`src/rtl/ddr_cmd_pkg.sv`:
```
// ddr_cmd_pkg
// Shared definitions for the DDR emulation command bus: width of the one-hot
// command vector, the bit position of each command, and the issuer FSM state
// encoding (also used by the chip-side decoders).
// Ports: none (package).

package ddr_cmd_pkg;

    localparam int CMD_WIDTH = 19;

    localparam int CMD_ACT  = 0;
    localparam int CMD_PRE  = 1;
    localparam int CMD_PREA = 2;
    localparam int CMD_RD   = 3;
    localparam int CMD_WR   = 4;
    localparam int CMD_REF  = 5;

    typedef enum logic [3:0] {
        ST_IDLE,
        ST_PRE,
        ST_WAIT_RP,
        ST_ACT,
        ST_WAIT_RCD,
        ST_RW,
        ST_WAIT_BURST,
        ST_PREA,
        ST_WAIT_RP_ALL,
        ST_REF,
        ST_WAIT_RFC
    } ddr_state_e;

    function automatic int max4(input int a, input int b, input int c, input int d);
        int m;
        m = a;
        if (b > m) m = b;
        if (c > m) m = c;
        if (d > m) m = d;
        return m;
    endfunction

endpackage

```
`src/rtl/ddr_cmd_issuer_if.sv`:
```
// ddr_cmd_issuer_if
// Request handshake between a traffic source and the command issuer.
// Ports (signals):
//   req_valid  request present
//   req_ready  request accepted when req_valid && req_ready at a rising edge
//   req_we     1 = write, 0 = read
//   req_addr   {row, ba, bg, column}
// Modports: master = request source, slave = issuer.

interface ddr_cmd_issuer_if #(
    parameter int AW = 31
) ();
    logic          req_valid;
    logic          req_ready;
    logic          req_we;
    logic [AW-1:0] req_addr;

    modport master (output req_valid, output req_we, output req_addr, input req_ready);
    modport slave  (input req_valid, input req_we, input req_addr, output req_ready);
endinterface

```
`src/rtl/ddr_open_row_table.sv`:
```
// ddr_open_row_table
// One entry per bank (valid bit + open row). Combinational lookup of the
// incoming request, plus set (ACT), clear (PRE) and clear-all (PREA) updates.
// Ports:
//   clk, rst_n                clock, asynchronous active-low reset
//   lk_idx_i, lk_row_i        bank index and row to look up
//   lk_valid_o, lk_hit_o      bank has an open row / open row matches
//   wr_idx_i                  bank index for set/clear
//   set_en_i, set_row_i       mark bank open with the given row
//   clr_en_i                  close bank wr_idx_i
//   clr_all_i                 close every bank

module ddr_open_row_table #(
    parameter int IDX_W = 4,
    parameter int ROW_W = 17
) (
    input  logic             clk,
    input  logic             rst_n,
    input  logic [IDX_W-1:0] lk_idx_i,
    input  logic [ROW_W-1:0] lk_row_i,
    output logic             lk_valid_o,
    output logic             lk_hit_o,
    input  logic [IDX_W-1:0] wr_idx_i,
    input  logic             set_en_i,
    input  logic [ROW_W-1:0] set_row_i,
    input  logic             clr_en_i,
    input  logic             clr_all_i
);
    localparam int N = 2**IDX_W;

    logic [N-1:0]     valid_q;
    logic [ROW_W-1:0] row_q [N];

    assign lk_valid_o = valid_q[lk_idx_i];
    assign lk_hit_o   = valid_q[lk_idx_i] && (row_q[lk_idx_i] == lk_row_i);

    always_ff @(posedge clk or negedge rst_n) begin
        if (!rst_n) begin
            valid_q <= '0;
            for (int i = 0; i < N; i++) row_q[i] <= '0;
        end else begin
            if (clr_all_i) begin
                valid_q <= '0;
            end else if (clr_en_i) begin
                valid_q[wr_idx_i] <= 1'b0;
            end else if (set_en_i) begin
                valid_q[wr_idx_i] <= 1'b1;
                row_q[wr_idx_i]   <= set_row_i;
            end
        end
    end

endmodule

```
`src/rtl/ddr_cmd_issuer.sv`:
```
// ddr_cmd_issuer
// Issues PRE/ACT/RD/WR sequences for single-burst requests, tracking the open
// row of each bank. tRP, tRCD and burst spacing come from one down-counter.
// Optional periodic refresh (PREA + REF) is built when REFRESH_EN is defined.
// Ports:
//   clk, reset_n  clock, asynchronous active-low reset
//   halt          freeze: no state/counter/table update, commands forced 0
//   req           request handshake (slave modport)
//   commands      one-hot command, 0 = NOP
//   bg, ba        bank group / bank of the current sequence
//   row, column   row for ACT / column for RD-WR (hold last driven value)
//   busy          FSM not in IDLE
//
// state          | meaning
// ST_IDLE        | ready for a request (or start a pending refresh)
// ST_PRE         | close the conflicting row in the target bank
// ST_WAIT_RP     | tRP after PRE
// ST_ACT         | open the requested row
// ST_WAIT_RCD    | tRCD after ACT
// ST_RW          | issue RD or WR
// ST_WAIT_BURST  | burst spacing before the next request
// ST_PREA        | close all banks ahead of refresh
// ST_WAIT_RP_ALL | tRP after PREA
// ST_REF         | refresh
// ST_WAIT_RFC    | tRFC after REF

module ddr_cmd_issuer
    import ddr_cmd_pkg::*;
#(
    parameter int BGWIDTH   = 2,
    parameter int BAWIDTH   = 2,
    parameter int ADDRWIDTH = 17,
    parameter int COLWIDTH  = 10,
    parameter int BL        = 8,
    parameter int TRCD      = 4,
    parameter int TRP       = 4,
    parameter int TREFI     = 3120,
    parameter int TRFC      = 88
) (
    input  logic                 clk,
    input  logic                 reset_n,
    input  logic                 halt,
    ddr_cmd_issuer_if.slave      req,
    output logic [CMD_WIDTH-1:0] commands,
    output logic [BGWIDTH-1:0]   bg,
    output logic [BAWIDTH-1:0]   ba,
    output logic [ADDRWIDTH-1:0] row,
    output logic [COLWIDTH-1:0]  column,
    output logic                 busy
);
    localparam int TBURST = BL / 2;
    localparam int IDX_W  = BGWIDTH + BAWIDTH;
    localparam int CNT_W  = $clog2(max4(TRCD, TRP, TBURST, TRFC) + 1);

    localparam logic [CNT_W-1:0] LD_RP    = CNT_W'(TRP - 1);
    localparam logic [CNT_W-1:0] LD_RCD   = CNT_W'(TRCD - 1);
    localparam logic [CNT_W-1:0] LD_BURST = CNT_W'(TBURST - 1);
    localparam logic [CNT_W-1:0] CNT_ONE  = CNT_W'(1);

    logic [COLWIDTH-1:0]  in_col;
    logic [BGWIDTH-1:0]   in_bg;
    logic [BAWIDTH-1:0]   in_ba;
    logic [ADDRWIDTH-1:0] in_row;

    assign in_col = req.req_addr[COLWIDTH-1:0];
    assign in_bg  = req.req_addr[COLWIDTH +: BGWIDTH];
    assign in_ba  = req.req_addr[COLWIDTH+BGWIDTH +: BAWIDTH];
    assign in_row = req.req_addr[COLWIDTH+BGWIDTH+BAWIDTH +: ADDRWIDTH];

    ddr_state_e           state_q, state_d;
    logic [CNT_W-1:0]     cnt_q, cnt_d;
    logic                 lat_we_q;
    logic [BGWIDTH-1:0]   lat_bg_q;
    logic [BAWIDTH-1:0]   lat_ba_q;
    logic [ADDRWIDTH-1:0] lat_row_q, row_q;
    logic [COLWIDTH-1:0]  lat_col_q, col_q;
    // Keeps req_ready low until the first edge after reset release.
    logic                 out_en_q;

    logic accept, ready_c, rw_fire;
    logic tbl_set, tbl_clr, tbl_clr_all;
    logic lk_valid, lk_hit;
    logic refresh_pending;
    logic [CMD_WIDTH-1:0] cmd_c;

`ifdef REFRESH_EN
    localparam int                REFI_W  = $clog2(TREFI + 1);
    localparam logic [REFI_W-1:0] LD_REFI = REFI_W'(TREFI - 1);
    localparam logic [CNT_W-1:0]  LD_RFC  = CNT_W'(TRFC - 1);

    logic [REFI_W-1:0] refi_cnt_q;
    logic              ref_pend_q;
    logic              ref_clr;

    always_ff @(posedge clk or negedge reset_n) begin
        if (!reset_n) begin
            refi_cnt_q <= LD_REFI;
            ref_pend_q <= 1'b0;
        end else if (!halt) begin
            if (ref_clr) ref_pend_q <= 1'b0;
            if (refi_cnt_q == '0) begin
                refi_cnt_q <= LD_REFI;
                ref_pend_q <= 1'b1;
            end else begin
                refi_cnt_q <= refi_cnt_q - REFI_W'(1);
            end
        end
    end

    assign refresh_pending = ref_pend_q;
`else
    logic unused_refresh_params;
    assign unused_refresh_params = (TREFI == 0);
    assign refresh_pending       = 1'b0;
`endif

    ddr_open_row_table #(
        .IDX_W (IDX_W),
        .ROW_W (ADDRWIDTH)
    ) u_table (
        .clk        (clk),
        .rst_n      (reset_n),
        .lk_idx_i   ({in_bg, in_ba}),
        .lk_row_i   (in_row),
        .lk_valid_o (lk_valid),
        .lk_hit_o   (lk_hit),
        .wr_idx_i   ({lat_bg_q, lat_ba_q}),
        .set_en_i   (tbl_set),
        .set_row_i  (lat_row_q),
        .clr_en_i   (tbl_clr),
        .clr_all_i  (tbl_clr_all)
    );

    // Wait states exit on the edge where the counter reaches zero; a load
    // value of zero skips the wait state entirely.
    always_comb begin
        state_d     = state_q;
        cnt_d       = cnt_q;
        cmd_c       = '0;
        ready_c     = 1'b0;
        accept      = 1'b0;
        rw_fire     = 1'b0;
        tbl_set     = 1'b0;
        tbl_clr     = 1'b0;
        tbl_clr_all = 1'b0;
`ifdef REFRESH_EN
        ref_clr     = 1'b0;
`endif
        if (!halt) begin
            case (state_q)
                ST_IDLE: begin
                    ready_c = out_en_q && !refresh_pending;
                    if (refresh_pending) begin
                        state_d = ST_PREA;
                    end else if (req.req_valid && out_en_q) begin
                        accept = 1'b1;
                        if (lk_hit)        state_d = ST_RW;
                        else if (lk_valid) state_d = ST_PRE;
                        else               state_d = ST_ACT;
                    end
                end
                ST_PRE: begin
                    cmd_c[CMD_PRE] = 1'b1;
                    tbl_clr        = 1'b1;
                    cnt_d          = LD_RP;
                    state_d        = (LD_RP == '0) ? ST_ACT : ST_WAIT_RP;
                end
                ST_WAIT_RP: begin
                    cnt_d = cnt_q - CNT_ONE;
                    if (cnt_q == CNT_ONE) state_d = ST_ACT;
                end
                ST_ACT: begin
                    cmd_c[CMD_ACT] = 1'b1;
                    tbl_set        = 1'b1;
                    cnt_d          = LD_RCD;
                    state_d        = (LD_RCD == '0) ? ST_RW : ST_WAIT_RCD;
                end
                ST_WAIT_RCD: begin
                    cnt_d = cnt_q - CNT_ONE;
                    if (cnt_q == CNT_ONE) state_d = ST_RW;
                end
                ST_RW: begin
                    if (lat_we_q) cmd_c[CMD_WR] = 1'b1;
                    else          cmd_c[CMD_RD] = 1'b1;
                    rw_fire = 1'b1;
                    cnt_d   = LD_BURST;
                    state_d = (LD_BURST == '0) ? ST_IDLE : ST_WAIT_BURST;
                end
                ST_WAIT_BURST: begin
                    cnt_d = cnt_q - CNT_ONE;
                    if (cnt_q == CNT_ONE) state_d = ST_IDLE;
                end
`ifdef REFRESH_EN
                ST_PREA: begin
                    cmd_c[CMD_PREA] = 1'b1;
                    tbl_clr_all     = 1'b1;
                    cnt_d           = LD_RP;
                    state_d         = (LD_RP == '0) ? ST_REF : ST_WAIT_RP_ALL;
                end
                ST_WAIT_RP_ALL: begin
                    cnt_d = cnt_q - CNT_ONE;
                    if (cnt_q == CNT_ONE) state_d = ST_REF;
                end
                ST_REF: begin
                    cmd_c[CMD_REF] = 1'b1;
                    ref_clr        = 1'b1;
                    cnt_d          = LD_RFC;
                    state_d        = (LD_RFC == '0) ? ST_IDLE : ST_WAIT_RFC;
                end
                ST_WAIT_RFC: begin
                    cnt_d = cnt_q - CNT_ONE;
                    if (cnt_q == CNT_ONE) state_d = ST_IDLE;
                end
`endif
                default: state_d = ST_IDLE;
            endcase
        end
    end

    always_ff @(posedge clk or negedge reset_n) begin
        if (!reset_n) begin
            state_q   <= ST_IDLE;
            cnt_q     <= '0;
            out_en_q  <= 1'b0;
            lat_we_q  <= 1'b0;
            lat_bg_q  <= '0;
            lat_ba_q  <= '0;
            lat_row_q <= '0;
            lat_col_q <= '0;
            row_q     <= '0;
            col_q     <= '0;
        end else begin
            state_q  <= state_d;
            cnt_q    <= cnt_d;
            out_en_q <= 1'b1;
            if (accept) begin
                lat_we_q  <= req.req_we;
                lat_bg_q  <= in_bg;
                lat_ba_q  <= in_ba;
                lat_row_q <= in_row;
                lat_col_q <= in_col;
            end
            if (tbl_set) row_q <= lat_row_q;
            if (rw_fire) col_q <= lat_col_q;
        end
    end

    assign req.req_ready = ready_c;
    assign commands      = cmd_c;
    assign bg            = lat_bg_q;
    assign ba            = lat_ba_q;
    // Show the latched row/column during their command cycle, then hold it.
    assign row           = (state_q == ST_ACT) ? lat_row_q : row_q;
    assign column        = (state_q == ST_RW)  ? lat_col_q : col_q;
    assign busy          = (state_q != ST_IDLE);

endmodule

```
`src/flat_wrapper.sv`:
```
// flat-port wrapper written by rule: the top's interface ports become plain ports
module ddr_cmd_issuer_flat import ddr_cmd_pkg::*;
#(
    parameter int BGWIDTH   = 2,
    parameter int BAWIDTH   = 2,
    parameter int ADDRWIDTH = 17,
    parameter int COLWIDTH  = 10,
    parameter int BL        = 8,
    parameter int TRCD      = 4,
    parameter int TRP       = 4,
    parameter int TREFI     = 3120,
    parameter int TRFC      = 88
)
  (clk, reset_n, halt, commands, bg, ba, row, column, busy, req_req_valid, req_req_we, req_req_addr, req_req_ready);
  ddr_cmd_issuer_if #(.AW((31))) req_i ();
  input  logic clk;
  input  logic reset_n;
  input  logic halt;
  output logic [CMD_WIDTH-1:0] commands;
  output logic [BGWIDTH-1:0] bg;
  output logic [BAWIDTH-1:0] ba;
  output logic [ADDRWIDTH-1:0] row;
  output logic [COLWIDTH-1:0] column;
  output logic busy;
  input wire logic [$bits(req_i.req_valid)-1:0] req_req_valid;
  input wire logic [$bits(req_i.req_we)-1:0] req_req_we;
  input wire logic [$bits(req_i.req_addr)-1:0] req_req_addr;
  output wire logic [$bits(req_i.req_ready)-1:0] req_req_ready;
  assign req_i.req_valid = req_req_valid;
  assign req_i.req_we = req_req_we;
  assign req_i.req_addr = req_req_addr;
  assign req_req_ready = req_i.req_ready;
  ddr_cmd_issuer #(.BGWIDTH(BGWIDTH), .BAWIDTH(BAWIDTH), .ADDRWIDTH(ADDRWIDTH), .COLWIDTH(COLWIDTH), .BL(BL), .TRCD(TRCD), .TRP(TRP), .TREFI(TREFI), .TRFC(TRFC)) u_core (.clk(clk), .reset_n(reset_n), .halt(halt), .req(req_i), .commands(commands), .bg(bg), .ba(ba), .row(row), .column(column), .busy(busy));
endmodule
```
`config.mk`:
```
export PLATFORM = sky130hd
export DESIGN_NAME = ddr_cmd_issuer_flat
export DESIGN_NICKNAME = d
export VERILOG_FILES = /design/src/rtl/ddr_cmd_pkg.sv /design/src/rtl/ddr_cmd_issuer_if.sv /design/src/rtl/ddr_open_row_table.sv /design/src/rtl/ddr_cmd_issuer.sv /design/src/flat_wrapper.sv
export SDC_FILE = /design/constraint.sdc
export NUM_CORES = 1
export LEC_CHECK = 0
export ABC_AREA = 1
export CAP_MARGIN = 20
export CORE_AREA = 2 2 242 244
export DETAILED_ROUTE_END_ITERATION = 16
export DIE_AREA = 0 0 244 246
export GPL_ROUTABILITY_DRIVEN = 0
export PLACE_DENSITY_LB_ADDON = 0.1
export SETUP_SLACK_MARGIN = 0.3
export SLEW_MARGIN = 20
export SYNTH_ARGS = -nofsm -noshare
export SYNTH_HDL_FRONTEND = slang
export SYNTH_SLANG_ARGS = --single-unit
```
`constraint.sdc`:
```
create_clock -name clk -period 2.2 [get_ports clk]
set_input_delay 0.22 -clock clk [delete_from_list [all_inputs] [get_ports clk]]
set_output_delay 0.22 -clock clk [all_outputs]
set_load 0.05 [all_outputs]
```
==> results.md, run 1 <==
* Post-Synthesis Cells at between 2000 and 2500
* Routed len/inst at approximately 25 um
* Final period util at 1.038
* Post-synth cell types at 27
* Number of cells on the worst reg-to-reg path at 10
* Fin. Hold Viols at 0
* I/O Buffers at approximately 70
* Row cnt at 88
* Peak VDD IR at 658.7 uV
* Drt total wl at 79.96 mm
* Worst Hold Class: in2async
* Grt met3 use at 0.02375
* R2r setup slk at ~0.070 ns
* CTS tree: yes
* Placed wire-length estimate at 35.17 mm
* Clk_lat worst skew at just under 0.6 ns
* Largest net degree at the start of global routing at 56
* CTS root buffer: clkbuf_16
* M2 GR Usage at 0.3117
* Antenna violations before repair at 6
* DR DRC count at 0
* R2r endpoint: u_core.u_table.row_q[100]
* CORE AREA at between 50000 and 60000 um2
* Setup crit start kind: flip-flop
* I/O pin count at approximately 90
* Worst Path Arrival at about 2.1 ns
* DR vias at 16060
* Die Wd at 244 um
* Sw Share at 0.3833
* #FFs+latches synth at between 300 and 400
* Clock power share at 0.269
* Area Growth Syn to Fin at 38.94%
* Layout cell share with drive strength beyond 1 at 0.1649
* Run status: finished, violations left
* Cell Area, Synth at roughly 17000 um2
* CP Max Fanout at 5
* Actual slew at the worst max-slew pin at roughly 0.56 ns
* Dpl cell area at a little under 20000 um2
* Clk slew on worst S/H paths at approximately 0.060 ns
* Post-Syn Area per Cell at roughly 7.8 um2
* Vias per inst at between 5 and 6
* Worst Setup EP: column[1]
* Gate power share at 0.377
* Iter 0 DRT Violations at around 1800
* Clk sinks at about 360
* CTS HTree Levels at 2
* Yosys warns at 0
* Sw Pwr at just over 10 mW
* Int Pwr at 16.50 mW
* Post-route minimum period at approximately 2.3 ns
* Final setup violating endpoints at 25
* Fin nets at 2377
* Reg-to-reg startpoint: u_core.state_q[1]
* Register area share after synthesis at 0.5271
* Final WS setup at -0.08428 ns
* Final Instance Count excl. Fillers at roughly 3100
* Final Max Tran Viols at 0
* Sequential share of power at 0.354
* CTS Buf Count at 43
* First-pass GRT wire length at roughly 90 mm
* Req. time, crit path at just under 2 ns
* PD cells at 1133 nW/um2
* Routing usage on met1 at 0.2865
* Die Y-Extent at around 250 um
* Crit path from: u_core.state_q[2]
* Post-Layout Inst Area at between 20000 and 25000 um2
* Slew Limit Headroom at 0.6274
* Initial core utilization at 0.2963
* ANT nets after route at 0
* CP endpoint kind: output port
* Top Usage Layer GRT: met2
* Max cap viols at 0
* Die area at roughly 60000 um2
* First-pass detailed-route iteration total at 6
* Global Route Usage Sum at 0.1980
* Worst setup path category: reg2out
* Leak at ~11 nW
* Final hold slack at ~0.21 ns
* Congestion Overflow GR at 0
* Fmax at about 440 MHz
* DP Cell Count at between 2000 and 3000
* Buffer depth of the longest clock path at 3
* Unrepaired setup endpoints after global routing: true
* Failing checks: negative setup slack
* Vias in the first global route at around 14000
* Clock skew at about 0.016 ns
state kept, by name, indices dropped and copies added (netlist names), named ones only:
signal                flops
u_core.row_q             17
u_core.lat_col_q         10
u_core.col_q             10
u_core.state_q            3
u_core.cnt_q              7
u_core.lat_we_q           1
u_core.out_en_q           1
u_core.lat_row_q         17
u_core.ba                 2
u_core.u_table.row_q    272
u_core.bg                 2
layer usage:
metal / share of wire / routed length [um]
met1: 0.42 / 33240
met2: 0.45 / 36010
met3: 0.085 / 6794
met4: 0.049 / 3887
met5: 0.00033 / 26
power by group through the flow:
stage,Clock [mW],Combinational (mW),Sequential [mW]
floorplan,0,4.84,9.21
global placement,0,7.95,9.45
detailed placement,0,8.00,9.47
CTS,7.33,8.96,9.38
global route,7.64,10.9,9.65
finish,7.19,10.1,9.47
final cells by class:
cell class | count | area, um2
clock inverters | 7 | 60.06
well taps | 765 | 957.2
multi-input cells | 1493 | 7360
fillers | 5662 | 33750
clock buffers | 70 | 1350
inverters | 186 | 711.9
repair inverters | 2 | 15.01
flip-flops and latches | 358 | 8961
repair buffers | 255 | 4194
diodes | 3 | 7.507
logic make-up (layout without fill, tap and decap cells):
kind of cell | count (synthesis) | count (layout) | synth area share
flops | 358 | 358 | 0.5271
buf+inv | 347 | 520 | 0.09061
compound gates | 465 | 465 | 0.1415
other cells | 2 | 19 | 0.0004418
simple gates | 1010 | 1010 | 0.2389
fa+ha+maj | 2 | 2 | 0.001472
cell usage in the layout (no fill, tap or decap), types with 3 or more instances in the layout:
cell and count:
nand2_1 664, dfrtp_1 356, o21ai_0 302, inv_1 175, nand3_1 150, nor2_1 124, clkbuf_16 92, buf_12 86
o21ai_1 79, buf_6 36, buf_4 36, clkdlybuf4s50_1 31, a21oi_1 26, o21ai_4 25, nand2_8 17, conb_1 16
o211ai_1 15, clkbuf_8 13, nand2_2 12, a22oi_1 12, clkbuf_1 12, nor2_4 9, nand3_2 9, nand2_4 8
nor3_1 7, clkinv_2 6, buf_16 6, buf_8 6, inv_2 5, inv_4 4, a22oi_2 4, dlygate4sd2_1 4
diode_2 3, clkinvlp_4 3
timing repair:
item                                    in CTS  in global routing
resized for setup                          110                191
endpoints found under the hold margin       96                  0
pin swaps                                    8                 14
endpoints found under the setup margin      75                352
gates cloned                                 6                 74
hold buffers                                 1                  0
setup buffers                               14                 14
synth_stat cells (all sizes together):
master | n | area share
nand2 | 701 | 0.16
o21ai | 407 | 0.12
dfrtp | 358 | 0.53
inv | 185 | 0.041
nand3 | 160 | 0.047
nor2 | 134 | 0.030
clkbuf | 88 | 0.019
buf | 73 | 0.030
a21oi | 27 | 0.0079
a22oi | 16 | 0.0071
o211ai | 15 | 0.0066
nor3 | 10 | 0.0032
or2 | 3 | 0.0011
conb | 2 | 0.00044
ha | 2 | 0.0015
clkinv | 1 | 0.00022
nand4 | 1 | 0.00037
nor4 | 1 | 0.0013
how the worst min path moves through the flow:
| stage | start | end | cells after the start |
|---|---|---|---|
| after CTS | reset_n | u_core.u_table.row_q[157] | 2 |
| after global placement | reset_n | u_core.u_table.row_q[140] | 1 |
| final | reset_n | u_core.u_table.row_q[62] | 2 |
| after global routing | reset_n | u_core.u_table.row_q[62] | 2 |
| after detailed placement | reset_n | u_core.u_table.row_q[174] | 1 |
| after floorplan | reset_n | async pin | 0 |
per-stage QoR:
stage	setup TNS, ns	util	worst slack, ns	power [mW]
after floorplan	-0.2538	-	-0.01686	14.05
after global placement	-0.08112	0.3369	-0.08112	17.40
after detailed placement	-0.09444	0.3369	-0.09444	17.47
after CTS	-1.388	0.3723	-0.09559	25.67
after global routing	-2.580	0.4116	-0.1531	28.24
final	-0.9330	0.4117	-0.08428	26.76
worst max-delay path, stage by stage, from the launching register on:
cell and delay [ns]:
dfrtp_2 0.44, inv_1 0.13, nor2_4 0.24, buf_6 0.14
clkinvlp_4 0.18, nand2_2 0.14, o21ai_4 0.07, buf_12 0.15
No activity file was read; power rests on OpenSTA's default activity.
==> run 2, diff against run 1 <==
--- a/config.mk
+++ b/config.mk
@@ -7,9 +7,9 @@
 export LEC_CHECK = 0
 export ABC_AREA = 1
 export CAP_MARGIN = 20
-export CORE_AREA = 2 2 242 244
+export CORE_AREA = 2 2 202 204
 export DETAILED_ROUTE_END_ITERATION = 16
-export DIE_AREA = 0 0 244 246
+export DIE_AREA = 0 0 204 206
 export GPL_ROUTABILITY_DRIVEN = 0
 export PLACE_DENSITY_LB_ADDON = 0.1
 export SETUP_SLACK_MARGIN = 0.3
==> run 2 against run 1 <==
  * The flow still finishes with violations (negative setup slack)
  * Non-clock buffer count fell by 10
  * Register-to-register slack improved by 0.08 ns
  * Total power fell by 2.2%
  * Sequential cell count did not move
  * First-iteration DRC count rose by 2.5%
  * Global-route usage rose by 6.1 points
  * Via count rose by 0.15%
==> results.md, run 2 (synthesis results as in run 1) <==
* Buffer depth of the longest clock path at 3
* Worst-path cell chain: inv_6 -> nor2_4 -> inv_2 -> nor2_4 -> buf_12 -> clkinvlp_4 -> o21ai_2 -> buf_12
* PD cells at roughly 1100 nW/um2
* Actual slew at the worst max-slew pin at roughly 0.71 ns
* Global Route Usage Sum at 0.2589
* CP endpoint kind: output port
* Peak VDD IR at 473.5 uV
* Clock power share at 0.263
* Worst Path Arrival at approximately 2 ns
* Fin. Hold Viols at 0
* ANT nets after route at 0
* Row cnt at 74
* DR top layer: met5
* Initial core utilization at 0.4230
* Largest net degree at the start of global routing at 72
* Max cap viols at 0
* First-pass detailed-route iteration total at 8
* Clk sinks at ~360
* CORE AREA at 40180 um2
* Routed len/inst at approximately 23 um
* Met2 wire length at roughly 30 mm
* Drt total wl at approximately 68 mm
* CTS tree: yes
* CTS Buf Count at 40
* DP Cell Count at between 2000 and 3000
* Gate power share at 0.373
* Layout cell share with drive strength beyond 1 at 0.2258
* I/O Buffers at 72
* Antenna violations before repair at 1
* Final period util at 1.012
* Die Wd at just over 200 um
* Final Instance Count excl. Fillers at 2888
* Setup TNS at -0.1831 ns
* Commonest non-fill, non-tap cell in the layout: nand2_1
* Biggest cell delay along the critical path at ~0.4 ns
* Sw Pwr at between 10 and 15 mW
* Clk_lat worst skew at between 0.5 and 0.6 ns
* CTS HTree Levels at 2
* Worst Hold Class: in2reg
* Sw Share at 0.3824
* Sequential share of power at 0.364
* Metal3 WL at between 6 and 7 mm
* Biggest registers after layout: u_core.u_table.row_q x272, u_core.lat_row_q x17, u_core.row_q x17
* Crit-path slowest cell: dfrtp_2
* DR DRC count at 0
* Routed met1 length at 26.99 mm
* Crit-path leading delay family: buffers and inverters
* Dpl cell area at ~19000 um2
* Filler cell count at ~3600
* Unrepaired setup endpoints after global routing: true
* CTS root buffer: clkbuf_16
* DR vias at 16090
* Req. time, crit path at between 1.5 and 2 ns
* Max FFs per register at 272
* Final WS setup at -0.02614 ns
* Commonest non-fill, non-tap cells in the layout: nand2_1, dfrtp_1, o21ai_0, o21ai_1, inv_1
* Post-route minimum period at 2.226 ns
* Int Pwr at between 15 and 20 mW
* Vias in the first global route at 13790
* Leak at 10.73 nW
* First-pass GRT wire length at 83.11 mm
* Post-Layout Inst Area at 23050 um2
* CP Buf/Inv Count at 5
* Run status: finished, violations left
* Failing checks: negative setup slack
* Top reg by flops: u_core.u_table.row_q
* Area Growth Syn to Fin at 35.58%
* Congestion Overflow GR at 0
* Final setup violating endpoints at 11
* Final Max Tran Viols at 0
* Iter 0 DRT Violations at 1820
* Clk slew on worst S/H paths at about 0.060 ns
* # diodes at 0
* Fmax at 449.2 MHz
* CP Max Fanout at 5
* Final hold slack at roughly 0.25 ns
* Die Y-Extent at 206 um
* Slew Limit Headroom at 0.5249
* Placed wire-length estimate at 32.24 mm
* Setup crit start kind: flip-flop
* Worst setup path category: reg2out
* I/O pin count at between 80 and 90
* Die area at around 42000 um2
* Fin nets at approximately 2400
* Clock skew at about 0.012 ns
* Vias per inst at roughly 5.6
==> run 2: stage by stage <==
stage	power, mW	util	worst slack, ns
global route	27.55	0.5735	-0.1056
detailed placement	17.41	0.4749	0.01015
finish	26.16	0.5735	-0.02614
global placement	17.27	0.4749	0.03276
CTS	25.36	0.5362	-0.08647
floorplan	14.05	-	-0.01686
==> run 2: cell type report <==
cell class,count,area [um2],area share
Sequential cell,358,8962,0.3889
Inverter,186,714.4,0.03100
Timing Repair Buffer,245,3850,0.1671
Clock buffer,56,1172,0.05087
Multi-Input combinational cell,1493,7497,0.3253
Clock inverter,15,161.4,0.007004
Timing Repair inverter,3,22.52,0.0009772
Tap cell,532,665.6,0.02888
==> run 2: worst reg2reg max path, delay by kind of cell, from the launching register on <==
| kind | cells | cell delay [ns] |
|---|---|---|
| AOI/OAI and AO/OA | 1 | 0.07 |
| buffers and inverters | 6 | 0.99 |
| DFF | 1 | 0.44 |
| and+or+nand+nor | 3 | 0.41 |
==> run 2: timing repair <==
action,4_1_cts,5_1_grt
gates cloned,5,52
pin swaps,160,6
setup endpoints to repair,38,359
buffers inserted,15,19
resized for setup,459,79
hold buffers,1,0
endpoints found under the hold margin,57,0
==> run 2: path summary, 6_finish.rpt <==
| kind | startpoint | end | depth (start not counted) | slack (ns) |
|---|---|---|---|---|
| worst max-delay path | u_core.state_q[0] | column[8] | 8 | -0.03 |
| worst min-delay path | req_req_addr[0] | u_core.lat_col_q[0] | 3 | 0.25 |
| max in group asynchronous | reset_n | async pin | 3 | 1.18 |
| worst min register to register | u_core.u_table.row_q[51] | u_core.u_table.row_q[51] | 2 | 0.48 |
| min in group asynchronous | reset_n | u_core.u_table.row_q[71] | 2 | 0.28 |
| worst max register to register | u_core.state_q[2] | u_core.u_table.row_q[97] | 10 | 0.15 |
==> run 2: power groups by stage <==
stage          Sequential (mW)  Combinational (mW)  Clock [mW]
2_1_floorplan             9.21                4.84           0
3_3_place_gp              9.38                7.89           0
4_1_cts                   9.44                8.95        6.97
5_1_grt                   9.70                10.6        7.24
3_5_place_dp              9.44                7.97           0
6_report                  9.53                9.76        6.87
==> run 2: routing by layer <==
metal,GRT usage,up-vias
met3,0.03800,219
li1,-,7258
met4,0.04943,2
met1,0.3744,7797
met2,0.4170,811
met5,0,-
==> run 3, diff against run 2 <==
--- a/config.mk
+++ b/config.mk
@@ -7,12 +7,11 @@
 export LEC_CHECK = 0
 export ABC_AREA = 1
 export CAP_MARGIN = 20
-export CORE_AREA = 2 2 202 204
+export CORE_AREA = 2 2 188 190
 export DETAILED_ROUTE_END_ITERATION = 16
-export DIE_AREA = 0 0 204 206
+export DIE_AREA = 0 0 190 192
 export GPL_ROUTABILITY_DRIVEN = 0
-export PLACE_DENSITY_LB_ADDON = 0.1
-export SETUP_SLACK_MARGIN = 0.3
+export PLACE_DENSITY = 0.71
 export SLEW_MARGIN = 20
 export SYNTH_ARGS = -nofsm -noshare
 export SYNTH_HDL_FRONTEND = slang
==> run 3 against run 2 <==
  * The run still ends with negative setup slack left
  * Via count shrank 6.2%
  * Sequential share of layout area increased by 5.0 points
  * Utilization grew 2.2 points
  * Critical path depth decreased by 1
  * First-iteration DRC count shrank 8.4%
  * Non-clock buffer count fell by 91
  * Sequential cell count is the same
  * Clock power up 1%
  * Combinational power is 15% lower
  * Final cell count down 5.8%
  * Worst setup slack got worse by 0.015 ns
  * Largest power group is now sequential cells
==> results.md, run 3 (synthesis results as in run 1) <==
* Placement Setup Slack at 0.03832 ns
* # diodes at 0
* Vias per inst at 5.545
* First-pass detailed-route iteration total at 6
* Placed wire-length estimate at between 20 and 30 mm
* Worst Setup EP: column[6]
* DR DRC count at 0
* Total power at around 25 mW
* Fin. Hold Viols at 0
* Die area at approximately 36000 um2
* Final Max Tran Viols at 0
* CTS HTree Levels at 2
* Layout cell share with drive strength beyond 1 at 0.1024
* Leak at ~9.7 nW
* DR vias at approximately 15000
* Setup crit start kind: flip-flop
* Clk_lat worst skew at around 0.55 ns
* Max cap viols at 0
* First-pass GRT wire length at slightly below 80 mm
* Worst setup path category: reg2out
* Biggest cell delay along the critical path at around 0.5 ns
* Clk sinks at 358
* Buffer depth of the longest clock path at 3
* Setup TNS at -0.1783 ns
* Die Y-Extent at ~190 um
* Fin nets at 2272
* Reg-to-reg startpoint: u_core.state_q[1]
* Req. time, crit path at approximately 2 ns
* CTS Buf Count at 39
* Largest net degree at the start of global routing at 84
* Antenna violations before repair at 0
* Global Route Usage Sum at 0.2706
* Max FFs per register at around 270
* I/O pin count at just under 90
* Number of cells on the worst reg-to-reg path at 9
* Final period util at 1.019
* Vias in the first global route at roughly 14000
* Commonest non-fill, non-tap cells in the layout: nand2_1, o21ai_0, dfrtp_1, inv_1, nand3_1
* Unrepaired setup endpoints after global routing: true
* Final Util at 0.5955
* Drt total wl at 48.59 mm
* CTS root buffer: clkbuf_16
* DP Cell Count at 2631
* Final Instance Count excl. Fillers at approximately 2700
* Clock skew at roughly 0.031 ns
* PD cells at 1206 nW/um2
* Crit-path leading delay family: buffers and inverters
* Fmax at ~450 MHz
* Failing checks: negative setup slack
* Congestion Overflow GR at 0
* Worst Path Arrival at between 2 and 2.5 ns
* Actual slew at the worst max-slew pin at 0.5290 ns
* CP endpoint kind: output port
* I/O Buffers at 72
* Crit path from: u_core.state_q[2]
* R2r endpoint: u_core.state_q[1]
* R2r setup slk at approximately 0.23 ns
* Iter 0 DRT Violations at about 1700
* Top reg by flops: u_core.u_table.row_q
* Post-route minimum period at around 2.2 ns
* Final setup violating endpoints at 9
* Slew Limit Headroom at 0.6462
* CP Max Fanout at 7
* ANT nets after route at 0
* Worst-path cell chain: inv_2 -> nor2_4 -> buf_4 -> clkinvlp_4 -> nand2_1 -> o21ai_4 -> buf_12
* Crit-path slowest cell: dfrtp_2
* Routed len/inst at between 15 and 20 um
* Worst Hold Class: in2async
* Die Wd at ~190 um
* CTS tree: yes
* Row cnt at slightly below 70
* CORE AREA at around 34000 um2
* Area Growth Syn to Fin at 20.12%
* Initial core utilization at 0.4957
* Clk slew on worst S/H paths at roughly 0.060 ns
* Run status: finished, violations left
* Commonest non-fill, non-tap cell in the layout: nand2_1
* WP depth at 7
* Peak VDD IR at between 700 and 800 uV
* Biggest registers after layout: u_core.u_table.row_q x272, u_core.lat_row_q x17, u_core.row_q x17
* CP Buf/Inv Count at 4
* Final WS setup at -0.04103 ns
-- run 3: cell types whose count changed in the layout (fill, tap and decap cells not counted), moves of 12 or more --
cell and delta:
o21ai_0 +177, nand2_1 +172, o21ai_1 -158, nand2_2 -152, clkbuf_16 -33, o21ai_2 -22
buf_6 -20, nand2_8 -15, buf_12 -12, buf_16 -12
-- run 3: where the power goes --
group | total, mW | switching [mW] | internal [mW]
logic | 8.28 | 5.23 | 3.05
registers | 9.41 | 1.11 | 8.29
clock network | 6.94 | 2.70 | 4.24
-- run 3: metal layers --
layer  part of all wire  track usage
met3              0.092      0.04769
met2               0.46       0.4238
met5                  0            0
met4              0.031      0.09332
met1               0.42       0.3813
-- run 3: repair_timing --
action                                 CTS  global route
setup buffers                           10             1
pin swaps                                2             4
resized for setup                       42            36
setup endpoints to repair               28            30
endpoints found under the hold margin  358             0
hold buffers                             1             0
cloned                                   2             3
-- run 3: stage by stage --
stage               instance area [um2]  hold slack (ns)
floorplan                         17050         -0.07559
global placement                  18730           0.1012
detailed placement                18730           0.1018
CTS                               20330           0.1286
global route                      20420           0.1390
finish                            20420           0.1287
-- run 3: area by class of cell --
class	instances	area (um2)
fillers	2887	13870
multi-input cells	1493	6713
flip-flops and latches	358	8961
inverters	186	709.4
clock inverters	17	230.2
repair buffers	154	2073
well taps	455	569.3
clock buffers	55	1147
repair inverters	2	15.01
-- run 3: worst min path at each step --
stage            start                        end  slack (ns)  cells past startpoint
2_1_floorplan  reset_n                  async pin       -0.08                      0
3_3_place_gp   reset_n  u_core.u_table.row_q[239]        0.10                      1
3_5_place_dp   reset_n            u_core.row_q[2]        0.10                      1
4_1_cts        reset_n  u_core.u_table.row_q[205]        0.13                      2
5_1_grt        reset_n  u_core.u_table.row_q[205]        0.14                      2
6_report       reset_n  u_core.u_table.row_q[122]        0.13                      2
